[config.mk]
export PLATFORM = sky130hd
export DESIGN_NAME = serial_sub
export DESIGN_NICKNAME = d
export VERILOG_FILES = /design/src/rtl/serial_sub_pkg.sv /design/src/rtl/serial_sub_full_sub.sv /design/src/rtl/serial_sub.sv
export SDC_FILE = /design/constraint.sdc
export NUM_CORES = 1
export LEC_CHECK = 0
export CORE_AREA = 3 3 86 88
export CTS_BUF_LIST = sky130_fd_sc_hd__clkbuf_8 sky130_fd_sc_hd__clkbuf_16
export DETAILED_ROUTE_END_ITERATION = 8
export DIE_AREA = 0 0 89 91
export GPL_ROUTABILITY_DRIVEN = 0
export PLACE_DENSITY = 0.54
export SETUP_SLACK_MARGIN = 0.2
export SYNTH_ARGS = -nofsm -noshare
export SYNTH_HDL_FRONTEND = slang
export SYNTH_SLANG_ARGS = --single-unit
[constraint.sdc]
create_clock -name clk -period 3.1 [get_ports clk]
set_clock_uncertainty 0.15 [all_clocks]
set_input_delay 0.31 -clock clk [delete_from_list [all_inputs] [get_ports clk]]
set_output_delay 0.31 -clock clk [all_outputs]
set_load 0.005 [all_outputs]
[src/rtl/serial_sub_pkg.sv]
// Shared definitions for the bit-serial subtractor: FSM state encoding and default operand width.
package serial_sub_pkg;

   localparam int DEFAULT_WIDTH = 8;

   typedef enum logic [1:0] {
      IDLE = 2'd0,
      RUN  = 2'd1,
      FIN  = 2'd2
   } state_t;

endpackage

[src/rtl/serial_sub_full_sub.sv]
// One-bit full subtractor assembled from two half-subtractor stages; the stage borrows are ORed.
module full_sub (
   input  logic a,
   input  logic b,
   input  logic bin,
   output logic d,
   output logic bout
);

   logic w_d1;
   logic w_b1;
   logic w_b2;

   // First stage a - b, second stage (a - b) - bin.
   assign w_d1 = a ^ b;
   assign w_b1 = ~a & b;
   assign w_b2 = ~w_d1 & bin;

   assign d    = w_d1 ^ bin;
   assign bout = w_b1 | w_b2;

endmodule

[src/rtl/serial_sub.sv]
// Bit-serial unsigned subtractor: one result bit per clock, LSB first, result published on FIN entry.
module serial_sub
   import serial_sub_pkg::*;
#(
   parameter int WIDTH = DEFAULT_WIDTH
) (
   input  logic             clk,
   input  logic             rst_n,
   input  logic             start,
   input  logic [WIDTH-1:0] a,
   input  logic [WIDTH-1:0] b,
   output logic             busy,
   output logic             done,
   output logic [WIDTH-1:0] diff,
   output logic             borrow
);

   localparam int             CW   = $clog2(WIDTH) + 1;
   localparam logic [CW-1:0]  LAST = CW'(WIDTH - 1);

   state_t           r_state;
   state_t           w_state_nxt;
   logic [WIDTH-1:0] r_a;
   logic [WIDTH-1:0] r_b;
   logic [WIDTH-1:0] r_res;
   logic [WIDTH-1:0] r_diff;
   logic [CW-1:0]    r_cnt;
   logic             r_bin;
   logic             r_busy;
   logic             r_done;
   logic             r_borrow;

   logic             w_d;
   logic             w_bout;
   logic             w_accept;
   logic             w_last;
   logic [WIDTH-1:0] w_res_nxt;

   full_sub u_full_sub (
      .a    (r_a[0]),
      .b    (r_b[0]),
      .bin  (r_bin),
      .d    (w_d),
      .bout (w_bout)
   );

   assign w_accept  = start && (r_state == IDLE || r_state == FIN);
   assign w_last    = (r_cnt == LAST);
   assign w_res_nxt = {w_d, r_res[WIDTH-1:1]};

   // NOTE: every combinational output gets a default first so no latch is inferred.
   always_comb begin
      w_state_nxt = r_state;
      case (r_state)
         IDLE:    if (start) w_state_nxt = RUN;
         RUN:     if (w_last) w_state_nxt = FIN;
         FIN:     w_state_nxt = start ? RUN : IDLE;
         default: w_state_nxt = IDLE;
      endcase
   end

   // NOTE: sequential state uses non-blocking assignments so all registers update from pre-edge values.
   always_ff @(posedge clk) begin
      if (!rst_n) begin
         r_state  <= IDLE;
         r_a      <= '0;
         r_b      <= '0;
         r_res    <= '0;
         r_diff   <= '0;
         r_cnt    <= '0;
         r_bin    <= 1'b0;
         r_busy   <= 1'b0;
         r_done   <= 1'b0;
         r_borrow <= 1'b0;
      end else begin
         r_state <= w_state_nxt;
         // busy/done are registered copies of the next state, keeping outputs glitch-free.
         r_busy  <= (w_state_nxt == RUN);
         r_done  <= (w_state_nxt == FIN);
         if (w_accept) begin
            r_a   <= a;
            r_b   <= b;
            r_res <= '0;
            r_bin <= 1'b0;
            r_cnt <= '0;
         end else if (r_state == RUN) begin
            r_a   <= r_a >> 1;
            r_b   <= r_b >> 1;
            r_res <= w_res_nxt;
            r_bin <= w_bout;
            r_cnt <= r_cnt + CW'(1);
            // Visible result changes only on the final bit-cycle, so it holds steady through RUN.
            if (w_last) begin
               r_diff   <= w_res_nxt;
               r_borrow <= w_bout;
            end
         end
      end
   end

   assign busy   = r_busy;
   assign done   = r_done;
   assign diff   = r_diff;
   assign borrow = r_borrow;

endmodule

# Word-level counts from Yosys, hierarchy flattened
# Cells that the tools add are included.
[totals]
ff_bits = 42
elab_cells = 39
input_bits = 19
[op_classes]
eq_ne = 5
n_bitwise = 9
n_reduce_logical = 6
muxes = 8
addsub = 1
[ops]
columns = ["op", "n"]
rows = [
  ["2-to-1 mux 8 bit", 4],
  ["one-hot mux 2 bit (3 select lines)", 1],
  ["adder 4 x 1 -> 4 bit (second input constant)", 1],
  ["== test 2 x 1 -> 1 bit (second input constant)", 2],
  ["== test 2 bit (second input constant)", 2],
  ["== test 4 x 3 -> 1 bit (second input constant)", 1],
  ["2-to-1 mux 2 bit", 2],
  ["inverter 1 bit", 4],
  ["AND reduction 3 bit", 1],
  ["bitwise AND 1 bit", 2],
  ["logical NOT 2 bit", 1],
  ["nonzero test 2 bit", 1],
  ["OR reduction 2 bit", 1],
  ["bitwise XOR 1 bit", 2],
  ["logical AND 1 bit", 1],
  ["logical OR 1 bit", 1],
  ["2-to-1 mux 1 bit", 1],
  ["OR 1 bit", 1],
]

# Depth between registers and ports, before layout
# Gate-level depths: netlist of the first run.
[logic_depth]
word_depth = 5
mapped_depth = 5
mapped_depth_nobuf = 4

# Cells and area by module
# Synthesis of the first run repeated with hierarchy kept, for this count alone.
[unflattened]
hier_cells = 188
hier_area_um2 = 1639.1
[modules_own_cells]
columns = ["mod", "cells_each", "n_inst", "area_each_um2", "seq_area_each_um2"]
rows = [
  ["serial_sub", 184, 1, 1607.8, 820.8],
  ["full_sub", 4, 1, 31.3, 0.0],
]

# Least setup slack after synthesis of the first run
# OpenSTA, ideal clock, no wires.
[synth_timing]
path_kind = "register to register"
from = "reg r_cnt[0]"
to = "reg r_borrow, in the netlist borrow"
slack_ns = 1.793
required_ns = 2.878
period_less_slack_ns = 1.307
t_arrival_ns = 1.085
path_stages_with_launch = 6
setup_time_ns = 0.072
path_buffers = 1
path_cell_list = "dfxtp_1 -> ha_1 -> nand3b_1 -> nor2_2 -> buf_4 -> mux2i_1"
[synth_via]
elab_chain_len = 2
[synth_rtl]
columns = ["item", "line", "text"]
rows = [
  ["start: declaration", "serial_sub.sv:27", "logic [CW-1:0] r_cnt;"],
  ["start signal: assignment", "serial_sub.sv:91", "r_cnt <= r_cnt + CW'(1);"],
  ["== test 4 x 3 -> 1 bit", "serial_sub.sv:48", "assign w_last = (r_cnt == LAST);"],
  ["AND reduction 3 bit (no source line)", "-", ""],
  ["end signal: assignment", "serial_sub.sv:95", "r_borrow <= w_bout;"],
  ["end: declaration", "serial_sub.sv:31", "logic r_borrow;"],
]
# Every way passes these cells.
# A chain may end at the register's enable or synchronous reset.

# Worst setup path after layout of the first run
[layout_timing]
from = "in start"
to = "reg r_bin"
[layout_via]
elab_chain_len = 2
[layout_rtl]
columns = ["item", "line", "text"]
rows = [
  ["start: declaration", "serial_sub.sv:9", "input logic start,"],
  ["logical AND 1 bit", "serial_sub.sv:47", "assign w_accept = start && (r_state == IDLE || r_state == FIN);"],
  ["OR reduction 2 bit (no source line)", "-", ""],
  ["end signal: assignment", "serial_sub.sv:90", "r_bin <= w_bout;"],
  ["end: declaration", "serial_sub.sv:28", "logic r_bin;"],
]
# Every way passes these cells.

==> results_dict.tcl, run 1 <==
set metrics [dict create \
    detail_route.wirelength_um 3390 \
    clock.fmax_ghz 0.567 \
    number_of_distinct_library_cells_after_synthesis 26 \
    grtUsageMet3 0.0254 \
    setup-violations-final 0 \
    site_row_count 30 \
    design.die.area_mm2 0.00810 \
    setup.reg_to_reg.worst_slack_ps 1340 \
    drcViolationCount 0 \
    post_cts.repair.setup_buffers 0 \
    dp_hpwl_um 2270 \
    cp_slowest_cell "clkdlybuf4s50_1" \
    tns_ps 0 \
    power.static_leakage_nw 0.683 \
    cts_resized 0 \
    mappedNetlistNets 216 \
    cp.required_ps 3150 \
    layout-drive-gt1-share 0.0500 \
    finalCritPeriodShare 0.569 \
    max-slew-margin-rel 0.555 \
    critical_path_class "in -> reg" \
    grt_overflow 0 \
    timing.critical_path.max_delay_family "simple AND/OR/NAND/NOR gates" \
    detail_route.vias_per_cell 4.49 \
    chip_height_um 91 \
    setup.worst_path.start "start" \
    cts_h_tree_lvls 2 \
    grt_max_degree 27 \
    number_of_buffers_created_by_cts 5 \
    critical_path_cell_count 4 \
    cts_max_path_buffers 2 \
    yosys.area.top_type_share 0.500 \
    synth_warnings 0 \
    slew_violations 0 \
    grt_first_pass_wirelength_um 5620 \
    max-vdd-ir-drop_mv 0.178 \
    multi_input_comb_area_um2 724 \
    floorplan.io_pins 30 \
    grt_use_met1 0.120 \
    drt_first_pass_iters 4 \
    pwr_per_cell_area_mw_per_mm2 493 \
    ant_nets 0 \
    smallest_setup_slack_after_layout_ps 1340 \
    synth_top_flop_cell "dfxtp_1" \
    synth.ff_latch_count 41 \
    clk_sink_count 41 \
    launching_point_of_the_worst_reg2reg_path "r_state[0]$_SDFF_PN0_" \
    crit_chain "clkdlybuf4s50_1, nand2b_1, nand2_1, a211oi_1" \
    hold_viol_final 0 \
    design.final.nets 241 \
    yosysSeqAreaShare 0.500 \
    io_buffers 29 \
    core_region_area_mm2 0.00672 \
    grt_util_all_layers 0.0865 \
    root_buffer_cell "clkbuf_8" \
    mappedNetlistArea_mm2 0.00164 \
    fin_crit_ps 1760 \
    final_core_utilization 0.307 \
    via_count 1348 \
    timing_worst_slew_pin_value_ps 666 \
    synthToLayoutAreaGrowth_pct 25.4 \
    count_of_flip_flops_with_a_built_in_enable_after_synthesis 0 \
    drt_iter0_markers 89 \
    netlist_top_cells_count "nand2_1 (63), dfxtp_1 (41), o21ai_0 (13)" \
    yosysTopAreaCell "dfxtp_1" \
    power_mw 1.02 \
    tritoncts "done" \
    cts_hold_repair.buffers 0 \
    critPathBufInv 1 \
    worstPathMaxFanout 17 \
    die_w_um 89 \
    crit_arrival_ps 1820 \
    reg2reg_to "r_bin$_SDFFE_PP0P_" \
    grt_setup_unrepaired "no" \
    synth.top_cells.by_area "dfxtp_1 (50%), nand2_1 (14%), mux2i_1 (5.5%)" \
    critical_path.endpoint_type "register" \
    clock_latency_ps 280 \
    number_of_instances_in_the_synthesized_netlist 195 \
    cpPeakStageDelay_ps 420 \
    antenna_found_initial 0 \
    mean_syn_cell_area_um2 8.42 \
    antennaDiodeCount 0 \
    r2r_cells 3 \
    register_area_um2 821 \
    synth-async-reset-ratio 0 \
    run_status "finished, final reports clean" \
    most_instantiated_library_cell_after_synthesis "nand2_1" \
    floorplan.initialDensity 0.245 \
    via_count_of_the_first_global_routing_pass 1197 \
    layout.filler_cells 711 \
    clk_pin_slew_worst_paths_ps 70 \
    crit_end "r_bin$_SDFFE_PP0P_" \
    preCtsSetupSlack_ps 1020 \
    min-delay-path-class "reg -> reg" \
    global_routing_s_busiest_layer "met2" \
    groute.layer.met2.usage 0.131 \
    start_kind "input pin" \
    route.detailed.wl_per_inst_um 11.3 \
    drv_cap 0 \
]
==> cell families after synthesis <==
kind of cell             after synthesis  synth area share
AO/OA/AOI/OAI                         42             0.145
XOR/XNOR                               2            0.0107
adder cells (fa/ha/maj)                2            0.0198
buffers and inverters                 17            0.0594
flip-flops                            41             0.500
multiplexers                           9            0.0548
AND/OR/NAND/NOR                       82             0.211
==> placed cells by master, fill, tap and decap left out <==
master / instances
xnor2_1: 1
ha_1: 1
a22oi_1: 2
buf_4: 4
xor2_1: 1
inv_1: 3
nor2b_1: 4
clkdlybuf4s50_1: 29
and2_1: 2
a21oi_1: 12
nor2_2: 1
mux2i_1: 9
o21ai_0: 13
or3_1: 1
a21boi_1: 2
fa_1: 1
dfxtp_1: 41
a211oi_1: 1
nand3_1: 3
nor2_1: 3
nand2_1: 63
nand2b_1: 3
clkbuf_8: 6
a31oi_1: 12
nand3b_1: 2
==> registers in the layout, indices dropped and copies added, names as in the netlist, 2 cells and up <==
register	flops
r_a	8
r_cnt	4
r_res	7
r_b	8
r_state	2
diff	8
==> through the flow <==
| step | area [µm²] | hold slack (ps) | instances |
|---|---|---|---|
| floorplan | 1640 | 284 | 195 |
| global placement | 1970 | 296 | 293 |
| detailed placement | 1970 | 299 | 293 |
| CTS | 2060 | 314 | 300 |
| global route | 2060 | 335 | 300 |
| finish | 2060 | 311 | 300 |
==> report_power, final <==
| part | internal (mW) | leakage (nW) | switching [mW] |
|---|---|---|---|
| clock network | 0.173 | 0.0485 | 0.172 |
| registers | 0.549 | 0.334 | 0.0124 |
| logic | 0.0497 | 0.300 | 0.0591 |
==> how the worst min path moves through the flow <==
| stage | from | endpoint | slack [ps] | cells after the start |
|---|---|---|---|---|
| global placement | diff[7]$_SDFFE_PN0P_ | diff[7]$_SDFFE_PN0P_ | 300 | 2 |
| CTS | r_res[1]$_SDFFE_PP0P_ | r_res[1]$_SDFFE_PP0P_ | 310 | 2 |
| finish | diff[7]$_SDFFE_PN0P_ | diff[7]$_SDFFE_PN0P_ | 310 | 2 |
| global route | r_res[1]$_SDFFE_PP0P_ | r_res[1]$_SDFFE_PP0P_ | 330 | 2 |
| detailed placement | diff[7]$_SDFFE_PN0P_ | diff[7]$_SDFFE_PN0P_ | 300 | 2 |
| floorplan | r_a[7]$_SDFFE_PN0P_ | r_a[7]$_SDFFE_PN0P_ | 280 | 2 |
==> layer usage <==
layer / part of all wire / wire, µm
met3: 0.044 / 148
met4: 0.010 / 34
met5: 0 / 0
met2: 0.45 / 1510
met1: 0.50 / 1690
==> tightest hold or removal path, cell delays in order (launching register included) <==
cell	delay (ps)
dfxtp_1	310
nand2_1	50
mux2i_1	50
==> cell type report <==
cell class / instances / area share
sequential: 41 / 0.399
multi-input combinational: 137 / 0.352
timing repair buffer: 33 / 0.156
tap: 80 / 0.0486
clock buffer: 6 / 0.0401
inverter: 2 / 0.00365
clock inverter: 1 / 0.00182
Note: power is estimated with default switching activity, not from simulation.
==> inputs of run 2 (changes only) <==
PLACE_DENSITY = 0.55   (was 0.54)
clock period = 1.42 ns   (was 3.1 ns; I/O delays follow)
==> results_dict.tcl, run 2 (synthesis results as in run 1) <==
set metrics [dict create \
    run_status "finished, final reports clean" \
    drt_first_pass_iters 4 \
    design.final.nets 253 \
    drcViolationCount 0 \
    timing.hold.worst_path_depth 3 \
    worstPathMaxFanout 2 \
    setup.reg_to_reg.worst_slack_ps 90 \
    timing_worst_slew_pin_value_ps 159 \
    cpPeakStageDelay_ps 560 \
    dp_hpwl_um 2420 \
    crit_arrival_ps 1410 \
    grt_max_degree 28 \
    cts_h_tree_lvls 2 \
    die_w_um 89 \
    slew_violations 0 \
    route.detailed.wl_per_inst_um 12.0 \
    tritoncts "done" \
    drv_cap 0 \
    floorplan.initialDensity 0.245 \
    hold_viol_final 0 \
    power_report.internal_total_mw 1.74 \
    critical_path_class "reg -> reg" \
    ant_nets 0 \
    power.static_leakage_nw 0.881 \
    timing.critical_path.max_delay_family "adder cells" \
    clock_power_share 0.330 \
    design.die.area_mm2 0.00810 \
    clock_latency_ps 290 \
    chip_height_um 91 \
    max-vdd-ir-drop_mv 0.433 \
    critical_path.endpoint_type "register" \
    layout-drive-gt1-share 0.250 \
    synthToLayoutAreaGrowth_pct 42.4 \
    root_buffer_cell "clkbuf_8" \
    via_count_of_the_first_global_routing_pass 1267 \
    grt_overflow 0 \
    drt_iter0_markers 53 \
    most-common-layout-cells "nand2_1 (50), dfxtp_1 (32), clkdlybuf4s50_1 (18)" \
    finalCritPeriodShare 0.939 \
    clock.fmax_ghz 0.750 \
    power.share.switching 0.252 \
    cp.required_ps 1490 \
    detail_route.vias_per_cell 4.47 \
    power_frac_seq 0.530 \
    floorplan.io_pins 30 \
    grt_util_all_layers 0.0947 \
    max-slew-margin-rel 0.893 \
    grt_setup_unrepaired "yes" \
    layout.filler_cells 690 \
    crit_chain "inv_2, fa_2, nand2_1, mux2i_1" \
    critical_path_cell_count 4 \
    clk_pin_slew_worst_paths_ps 80 \
    critPathBufInv 1 \
    cts_max_path_buffers 2 \
    core_region_area_mm2 0.00672 \
    clk_sink_count 41 \
    antennaDiodeCount 0 \
    finish.instance_area_mm2 0.00234 \
    setup-violations-final 0 \
    multi_input_comb_area_um2 847 \
    start_kind "register" \
    register_area_um2 837 \
    grt_first_pass_wirelength_um 6020 \
    io_buffers 29 \
    number_of_buffers_created_by_cts 5 \
    power.switching_mw 0.589 \
    r2r_cells 4 \
    detail_route.wirelength_um 3730 \
    min-delay-path-class "in -> reg" \
    power_mw 2.33 \
    antenna_found_initial 0 \
    final_common_cell "nand2_1" \
    fin_crit_ps 1330 \
    site_row_count 30 \
    comb_power_share 0.140 \
    via_count 1395 \
    cp_slowest_cell "fa_2" \
    pwr_per_cell_area_mw_per_mm2 997 \
    detailed_place.area_mm2 0.00210 \
]
run 2: cell types whose count changed in the layout (fill, tap and decap cells not counted), sizes merged:
| cell | change |
|---|---|
| buf | +12 |
| dlygate4sd2 | +11 |
| clkdlybuf4s50 | -11 |
run 2: worst paths after layout:
path / end / start
worst max-delay path: diff[7]$_SDFFE_PN0P_ / r_bin$_SDFFE_PP0P_
worst min-delay path: r_a[7]$_SDFFE_PN0P_ / a[7]
worst max register to register: diff[7]$_SDFFE_PN0P_ / r_bin$_SDFFE_PP0P_
worst min register to register: diff[6]$_SDFFE_PN0P_ / diff[6]$_SDFFE_PN0P_
run 2: repair_timing:
action	4_1_cts	5_1_grt
hold buffers	0	0
pin swaps	1	3
gates resized for setup	24	38
setup endpoints to repair	52	40
setup buffers	2	0
run 2: area by class of cell:
cell class | instances | area share
flip-flops and latches | 41 | 0.358
repair buffers | 45 | 0.197
clock buffers | 6 | 0.0353
inverters | 2 | 0.00321
clock inverters | 1 | 0.00160
multi-input cells | 137 | 0.362
well taps | 80 | 0.0428
run 2: through the flow:
stage          setup slack [ps]  instances   util  TNS, ps  hold slack (ps)
2_1_floorplan               156        195      -        0              126
3_3_place_gp              -63.4        303  0.313     -133              296
3_5_place_dp              -86.9        303  0.313     -233              301
4_1_cts                    74.5        312  0.332        0              258
5_1_grt                   -16.7        312  0.348    -16.7              280
6_report                   86.2        312  0.348        0              262
run 2: worst register-to-register path: cells and delay by family, from the launching register on:
kind / cells / cell delay [ps]
buffers and inverters: 1 / 40
DFF: 1 / 340
muxes: 1 / 130
adders and majority gates: 1 / 560
and+or+nand+nor: 1 / 50
run 2: layer usage:
metal	GRT usage	part of all wire
met5	0	0
met4	0.0372	0.019
met2	0.126	0.44
met3	0.0318	0.036
met1	0.139	0.50
run 2: power groups by stage:
| stage | Sequential [mW] | Clock [mW] | Combinational (mW) |
|---|---|---|---|
| floorplan | 1.25 | 0 | 0.164 |
| global placement | 1.25 | 0 | 0.273 |
| detailed placement | 1.25 | 0 | 0.275 |
| CTS | 1.23 | 0.794 | 0.292 |
| global route | 1.24 | 0.835 | 0.360 |
| finish | 1.24 | 0.770 | 0.327 |
==> inputs of run 3 (changes only) <==
SLEW_MARGIN = 20   (was default)
==> results of run 3 <==
The final DEF is identical to that of run 2; final timing and power are the same.
